<file path="config.mk">
export PLATFORM = sky130hd
export DESIGN_NAME = seed_role_encoder
export DESIGN_NICKNAME = d
export VERILOG_FILES = /design/src/rtl/seed_role_encoder.sv
export SDC_FILE = /design/constraint.sdc
export NUM_CORES = 1
export LEC_CHECK = 0
export ABC_CLOCK_PERIOD_IN_PS = 2400
export CAP_MARGIN = 15
export CELL_PAD_IN_SITES_DETAIL_PLACEMENT = 0
export CELL_PAD_IN_SITES_GLOBAL_PLACEMENT = 1
export CORE_AREA = 5 5 79 81
export DETAILED_ROUTE_END_ITERATION = 16
export DIE_AREA = 0 0 84 86
export MAX_ROUTING_LAYER = met4
export PLACE_DENSITY = 0.81
export REMOVE_ABC_BUFFERS = 1
export SYNTH_ARGS = -nofsm -noshare
export SYNTH_HDL_FRONTEND = slang
export SYNTH_SLANG_ARGS = --single-unit
</file>
<file path="constraint.sdc">
create_clock -name clock_i -period 2.4 [get_ports clock_i]
set_input_delay 0.48 -clock clock_i [delete_from_list [all_inputs] [get_ports clock_i]]
set_output_delay 0.48 -clock clock_i [all_outputs]
set_load 0.02 [all_outputs]
</file>
<file path="src/rtl/seed_role_encoder.sv">
// Inverse role-seed lookup: scans a packed 5-player role vector one player per
// cycle and returns the seed index (0..19) that produces it, or an invalid marker.
//
//   state | meaning
//   IDLE  | waiting for start; results held
//   SCAN  | examining one player per cycle, idx 0..4
//   CALC  | legality check and seed arithmetic; results load on exit
module seed_role_encoder (
  input  logic       clock_i,
  input  logic       reset_n_i,
  input  logic       start_i,
  input  logic [9:0] roles_i,
  output logic       busy_o,
  output logic       done_o,
  output logic       valid_o,
  output logic [4:0] seed_o,
  output logic [2:0] wolf_id_o,
  output logic [2:0] doctor_id_o
);

  typedef enum logic [1:0] {
    IDLE = 2'd0,
    SCAN = 2'd1,
    CALC = 2'd2
  } state_t;

  state_t     state_q;
  logic [9:0] roles_q;
  logic [2:0] idx_q;
  logic [1:0] wolf_cnt_q;
  logic [1:0] doc_cnt_q;
  logic       illegal_q;
  logic [2:0] wolf_idx_q;
  logic [2:0] doc_idx_q;

  logic       busy_q;
  logic       done_q;
  logic       valid_q;
  logic [4:0] seed_q;
  logic [2:0] wolf_id_q;
  logic [2:0] doctor_id_q;

  logic       valid_d;
  logic [4:0] seed_d;
  logic [2:0] wolf_id_d;
  logic [2:0] doctor_id_d;
  logic [4:0] doc_rank;

  // The doctor can never share the wolf's slot, so its rank among the
  // remaining four players drops by one once it sits past the wolf.
  always_comb begin
    valid_d     = (wolf_cnt_q == 2'd1) && (doc_cnt_q == 2'd1) && !illegal_q;
    doc_rank    = (doc_idx_q < wolf_idx_q) ? {2'b00, doc_idx_q}
                                           : ({2'b00, doc_idx_q} - 5'd1);
    seed_d      = 5'd31;
    wolf_id_d   = 3'd7;
    doctor_id_d = 3'd7;
    if (valid_d) begin
      seed_d      = {wolf_idx_q, 2'b00} + doc_rank;
      wolf_id_d   = wolf_idx_q;
      doctor_id_d = doc_idx_q;
    end
  end

  always_ff @(posedge clock_i or negedge reset_n_i) begin
    if (!reset_n_i) begin
      state_q     <= IDLE;
      roles_q     <= '0;
      idx_q       <= '0;
      wolf_cnt_q  <= '0;
      doc_cnt_q   <= '0;
      illegal_q   <= 1'b0;
      wolf_idx_q  <= '0;
      doc_idx_q   <= '0;
      busy_q      <= 1'b0;
      done_q      <= 1'b0;
      valid_q     <= 1'b0;
      seed_q      <= '0;
      wolf_id_q   <= '0;
      doctor_id_q <= '0;
    end else begin
      done_q <= 1'b0;
      case (state_q)
        IDLE: begin
          if (start_i) begin
            roles_q    <= roles_i;
            idx_q      <= '0;
            wolf_cnt_q <= '0;
            doc_cnt_q  <= '0;
            illegal_q  <= 1'b0;
            wolf_idx_q <= '0;
            doc_idx_q  <= '0;
            busy_q     <= 1'b1;
            state_q    <= SCAN;
          end
        end
        SCAN: begin
          // Current player always sits in the top two bits; shift left per step.
          case (roles_q[9:8])
            2'b01: begin
              if (wolf_cnt_q != 2'd2) wolf_cnt_q <= wolf_cnt_q + 2'd1;
              wolf_idx_q <= idx_q;
            end
            2'b10: begin
              if (doc_cnt_q != 2'd2) doc_cnt_q <= doc_cnt_q + 2'd1;
              doc_idx_q <= idx_q;
            end
            2'b11:   illegal_q <= 1'b1;
            default: ;
          endcase
          roles_q <= {roles_q[7:0], 2'b00};
          if (idx_q == 3'd4) begin
            state_q <= CALC;
          end else begin
            idx_q <= idx_q + 3'd1;
          end
        end
        CALC: begin
          valid_q     <= valid_d;
          seed_q      <= seed_d;
          wolf_id_q   <= wolf_id_d;
          doctor_id_q <= doctor_id_d;
          done_q      <= 1'b1;
          busy_q      <= 1'b0;
          state_q     <= IDLE;
        end
        default: begin
          busy_q  <= 1'b0;
          state_q <= IDLE;
        end
      endcase
    end
  end

  assign busy_o      = busy_q;
  assign done_o      = done_q;
  assign valid_o     = valid_q;
  assign seed_o      = seed_q;
  assign wolf_id_o   = wolf_id_q;
  assign doctor_id_o = doctor_id_q;

endmodule
</file>
==> flow_summary.json, run 1 <==
{
  "power.leakage_uw": 0.001092,
  "ys_seq_elements": 40,
  "async_flop_share_pct": 100.0,
  "hold_viol": 0,
  "yosys.cell_count.top_type": "dfrtp_1",
  "fin_area_mm2": 0.002502,
  "violations": "setup timing",
  "numCtsBuffers": 5,
  "seqCellArea_mm2": 0.001001,
  "die_y_um": 86,
  "synth_commonest_cells": "40 x dfrtp_1, 18 x a21oi_1, 17 x inv_1",
  "critPathArrivalTime_ns": 2.61,
  "cp-end-kind": "flop",
  "setup_viol": 1,
  "max_freq_mhz": 416.5,
  "grt_setup_unrepaired": "true",
  "initial_core_util_pct": 36.85,
  "p_total_uw": 3388,
  "die_area_mm2": 0.007224,
  "fp.dieW_um": 84,
  "crit_family": "adder cells",
  "period_needed_ns": 2.401,
  "required_ns": 2.61,
  "setup_slack_ns": -0.001179,
  "synthCells": 187,
  "slew_headroom_pct": 66.07,
  "status": "complete, but fails checks",
  "rows": 27,
  "slowest_stage": "fa_2",
  "place_area_mm2": 0.002367,
  "grt_antenna_before_repair": 0,
  "syn-cell-area_mm2": 0.001992,
  "power_density_mw_per_mm2": 1354,
  "peakVddDrop_mv": 0.5536,
  "drtAntennaViolNets": 0,
  "synth_top_cell_by_area": "dfrtp_1",
  "cts_tree": "done",
  "ys_seq_area_share_pct": 50.25,
  "avgSynthCellArea_um2": 10.65,
  "dr.pass1.iters": 4,
  "grt_pass1_vias": 1489,
  "place_ws_ns": -0.02972,
  "wl_um": 4000,
  "grt_remaining_overflow": 0,
  "nNetsFinal": 247,
  "ios": 27,
  "area_growth_pct": 25.63,
  "synth_edf_count": 0,
  "startpoint_type": "flop",
  "finalCritPeriodShare_pct": 100.0,
  "hpwlAfterDp_um": 2863,
  "cts-htree-levels": 2,
  "min_path_type": "input pin to asynchronous set/reset pin",
  "avgRoutedWirePerCell_um": 13.56,
  "setup_tns_ns": -0.001179,
  "multi_input_area_um2": 924.6,
  "grt_usage_pct": 11.87,
  "worst_slew_pin_slew_ns": 0.5090,
  "diodes": 0,
  "finClkSkew_ns": 0.009659,
  "yosys_warnings": 0,
  "cts_max_path_buffers": 2,
  "place_congestion": 0.8008,
  "synth_flop_cell": "dfrtp_1",
  "clkTransAtPathRegs_ns": 0.08,
  "core_region_area_mm2": 0.005405,
  "grt_start_max_net_pins": 17,
  "vias": 1530,
  "clock_latency_ns": 0.29,
  "synth.top_cell.area_share_pct": 50.25,
  "worstPathMaxFanout": 2,
  "cts-root-buf": "clkbuf_8",
  "io_buffers": 26,
  "ys_types": 41,
  "drv_slew": 0,
  "first_iter_violations": 58,
  "crit_path_max_incr_delay_ns": 0.41,
  "synthTopCellsByArea": "dfrtp_1 50%, ha_1 6.3%, o22ai_1 5.0%, a21oi_1 4.5%, o22a_1 4.4%",
  "viasPerCell": 5.186,
  "nFillCells": 513,
  "crit_path_cell_trace": "inv_2 -> ha_4 -> a21o_1 -> a31oi_4 -> nand2b_4 -> xnor2_1 -> ha_2 -> fa_2 -> xnor2_2 -> nor2b_2 -> a211oi_2",
  "cts_sinks": 40,
  "drive_above_1_share_pct": 16.14,
  "path_buf_inv": 1,
  "drc": 0,
  "grt_pass1_wl_um": 6913,
  "critPathKind": "flop to flop",
  "cap_viol_max_count": 0
}
## path summary, 6_finish.rpt
| kind | from | endpoint | slack (ns) | cells after the start |
|---|---|---|---|---|
| max | wolf_idx_q[2] | seed_o[4] | -0.001 | 11 |
| min | reset_n_i | done_o | 0.06 | 1 |
| min reg2reg | wolf_id_o[1] | wolf_id_o[1] | 0.51 | 1 |
| max reg2reg | wolf_idx_q[2] | seed_o[4] | -0.001 | 11 |
| min in group clock_i | wolf_id_o[1] | wolf_id_o[1] | 0.51 | 1 |
| max in group asynchronous | reset_n_i | roles_q[9] | 1.81 | 2 |
## registers in the layout, summed over array words and instances (netlist names)
name         flops
wolf_idx_q       3
done_o           1
doc_idx_q        3
wolf_cnt_q       2
valid_o          1
doctor_id_o      3
busy_o           1
doc_cnt_q        2
idx_q            3
roles_q         10
wolf_id_o        3
seed_o           5
illegal_q        1
state_q          2
## layout by cell type, fill, tap and decap left out, drive strengths merged, types with 4 or more instances in the layout
master	synthesis	routed
o21ai	13	13
dfrtp	40	40
buf	6	12
clkbuf	2	5
nor2b	5	5
a21oi	20	20
ha	10	10
nand2	9	9
nand3	4	4
o22ai	16	16
o22a	10	10
inv	17	17
clkdlybuf4s50	0	25
## logic make-up after synthesis
logic type | synth area share (%)
DFF | 50.25
xor gates and xnor gates | 1.319
buffers and inverters | 5.088
muxes | 1.068
AOI/OAI and AO/OA | 23.74
adders and majority gates | 7.286
and+or+nand+nor | 11.24
## layout make-up
| cell class | instances | area share, % |
|---|---|---|
| Clock buffer | 5 | 2.750 |
| Timing Repair Buffer | 37 | 13.65 |
| Tap cell | 72 | 3.600 |
| Sequential cell | 40 | 40.00 |
| Clock inverter | 2 | 0.5000 |
| Inverter | 17 | 2.550 |
| Multi-Input combinational cell | 122 | 36.95 |
## report_power, final
part | total [uW] | internal [uW] | switching, uW
clock | 429 | 197 | 232
sequential | 1240 | 969 | 273
combinational | 1720 | 880 | 838
total | 3390 | 2050 | 1340
## repair_timing
action	in CTS	in global routing
gates resized for setup	2	6
hold buffers	0	0
endpoints found under the setup margin	1	1
buffers inserted	0	2
pin swaps	0	4
## routing by layer
layer,wire length [um],global-route usage [%]
met4,34,3.070
met5,0,-
met3,195,2.786
met2,1954,20.68
met1,1815,13.85
## metrics by stage
step,cells,hold slack [ns],utilization (%)
detailed placement,286,0.3744,43.80
global placement,286,0.3742,43.80
global route,295,0.07936,46.30
floorplan,179,0.1844,-
finish,295,0.06087,46.30
CTS,293,0.06269,45.49
(Power assumes the default switching activity.)
==> run 2: changes to the inputs <==
- CORE_AREA: 5 5 79 81 -> 2 2 76 78
- DIE_AREA: 0 0 84 86 -> 0 0 78 80
==> run 2 against run 1 <==
  * The run now ends clean
  * Largest cell class unchanged
  * Clock power grew 8.2%
  * Final cell count is 0.34% lower
  * Non-clock buffer count is 2 lower
  * Routed wire length shrank 0.70%
  * Die area decreased by 14%
==> flow_summary.json, run 2 (synthesized netlist as in run 1, its figures left out) <==
{
  "viasPerCell": 5.105,
  "drive_above_1_share_pct": 15.32,
  "diodes": 0,
  "cts_tree": "done",
  "crit_start": "wolf_idx_q[2]",
  "grt_pass1_wl_um": 7010,
  "grt_start_max_net_pins": 16,
  "status": "finished clean",
  "clkTransAtPathRegs_ns": 0.08,
  "path_depth": 11,
  "crit_family": "adder cells",
  "fin_area_mm2": 0.002496,
  "grt_remaining_overflow": 0,
  "grt_setup_unrepaired": "true",
  "dr.pass1.iters": 4,
  "hpwlAfterDp_um": 2784,
  "reg2reg_slack_ns": 0.05,
  "cts-htree-levels": 2,
  "grt_usage_pct": 14.72,
  "place_area_mm2": 0.002367,
  "rows": 27,
  "hold_viol": 0,
  "die_area_mm2": 0.006240,
  "setup_viol": 0,
  "vias": 1501,
  "cp-end-kind": "flop",
  "worst_slew_pin_slew_ns": 0.5153,
  "finalCritPeriodShare_pct": 97.73,
  "grt_antenna_before_repair": 0,
  "clock_latency_ns": 0.29,
  "required_ns": 2.61,
  "r2r_cells": 11,
  "final_core_util_pct": 46.18,
  "power.leakage_uw": 0.001092,
  "cts-root-buf": "clkbuf_8",
  "r2r-end": "seed_o[4]",
  "path_buf_inv": 1,
  "core_region_area_mm2": 0.005405,
  "whs_ns": 0.07988,
  "period_needed_ns": 2.346,
  "finClkSkew_ns": 0.007789,
  "initial_core_util_pct": 36.85,
  "postCtsHoldBufs": 0,
  "place_congestion": 0.8101,
  "cts_max_path_buffers": 2,
  "drv_slew": 0,
  "critPathArrivalTime_ns": 2.56,
  "final_cells": 294,
  "final_common_cell": "dfrtp_1",
  "slowest_stage": "dfrtp_1",
  "first_iter_violations": 59,
  "crit_path_cell_trace": "inv_2 -> ha_4 -> a21o_1 -> a31oi_4 -> nand2b_4 -> xnor2_1 -> ha_2 -> fa_2 -> xnor2_2 -> nor2b_1 -> a211oi_2",
  "top_register": "roles_q",
  "drc": 0,
  "setup_tns_ns": 0,
  "startpoint_type": "flop",
  "peakVddDrop_mv": 0.5176,
  "wl_um": 3972,
  "min_path_type": "input pin to asynchronous set/reset pin",
  "io_buffers": 26,
  "drtAntennaViolNets": 0,
  "power_density_mw_per_mm2": 1367,
  "cts_sinks": 40,
  "largest_register_ffs": 10,
  "dp.cells": 286,
  "avgRoutedWirePerCell_um": 13.51,
  "layout_common_cells": "40 x dfrtp_1, 25 x clkdlybuf4s50_1, 18 x a21oi_1",
  "fp.dieW_um": 78,
  "worstPathMaxFanout": 2,
  "crit_path_max_incr_delay_ns": 0.39,
  "nNetsFinal": 245,
  "slew_headroom_pct": 65.65,
  "r2r-start": "wolf_idx_q[2]",
  "critPathKind": "flop to flop",
  "die_y_um": 80,
  "ios": 27,
  "area_growth_pct": 25.31,
  "max_freq_mhz": 426.3,
  "numCtsBuffers": 5,
  "cap_viol_max_count": 0,
  "postCtsSetupBuffers": 0,
  "grt_pass1_vias": 1501
}
## run 2: worst max-delay path by stage
stage,endpoint,slack (ns)
2_1_floorplan,seed_o[4],-0.07
3_3_place_gp,seed_o[4],0.04
3_5_place_dp,seed_o[4],-0.03
4_1_cts,seed_o[4],0.002
5_1_grt,seed_o[4],-0.04
6_report,seed_o[4],0.05
## run 2: area by class of cell
type / count / area, um^2
Inverter: 17 / 63.81
Multi-Input combinational cell: 122 / 922.1
Timing Repair Buffer: 35 / 326.6
Clock buffer: 6 / 82.58
Sequential cell: 40 / 1001
Tap cell: 72 / 90.09
Clock inverter: 2 / 10.01
Fill cell: 548 / 2909
## run 2: per-stage QoR
| step | setup WS (ns) | total power [uW] |
|---|---|---|
| CTS | 0.002377 | 3381 |
| floorplan | -0.07476 | 2305 |
| global placement | 0.04489 | 2847 |
| global route | -0.03627 | 3709 |
| finish | 0.05445 | 3413 |
| detailed placement | -0.03182 | 2883 |
## run 2: routing by layer
metal / vias up / share of wire [%] / GRT usage [%]
li1: 747 / - / -
met2: 38 / 49 / 23.53
met3: 7 / 4.7 / 4.186
met1: 709 / 46 / 18.15
met5: - / 0 / -
met4: 0 / 1.2 / 4.737
## run 2: where the power goes
part | internal (uW) | total (uW) | leakage, uW | switching, uW
Combinational | 866 | 1700 | 0.000557 | 835
Sequential | 969 | 1250 | 0.000484 | 279
Clock | 229 | 464 | 0.0000510 | 235
Total | 2060 | 3410 | 0.00109 | 1350
## run 2: what timing repair did
action | in CTS | in global routing
setup endpoints to repair | 1 | 1
resized for setup | 2 | 5
pin swaps | 0 | 0
gates cloned | 0 | 0
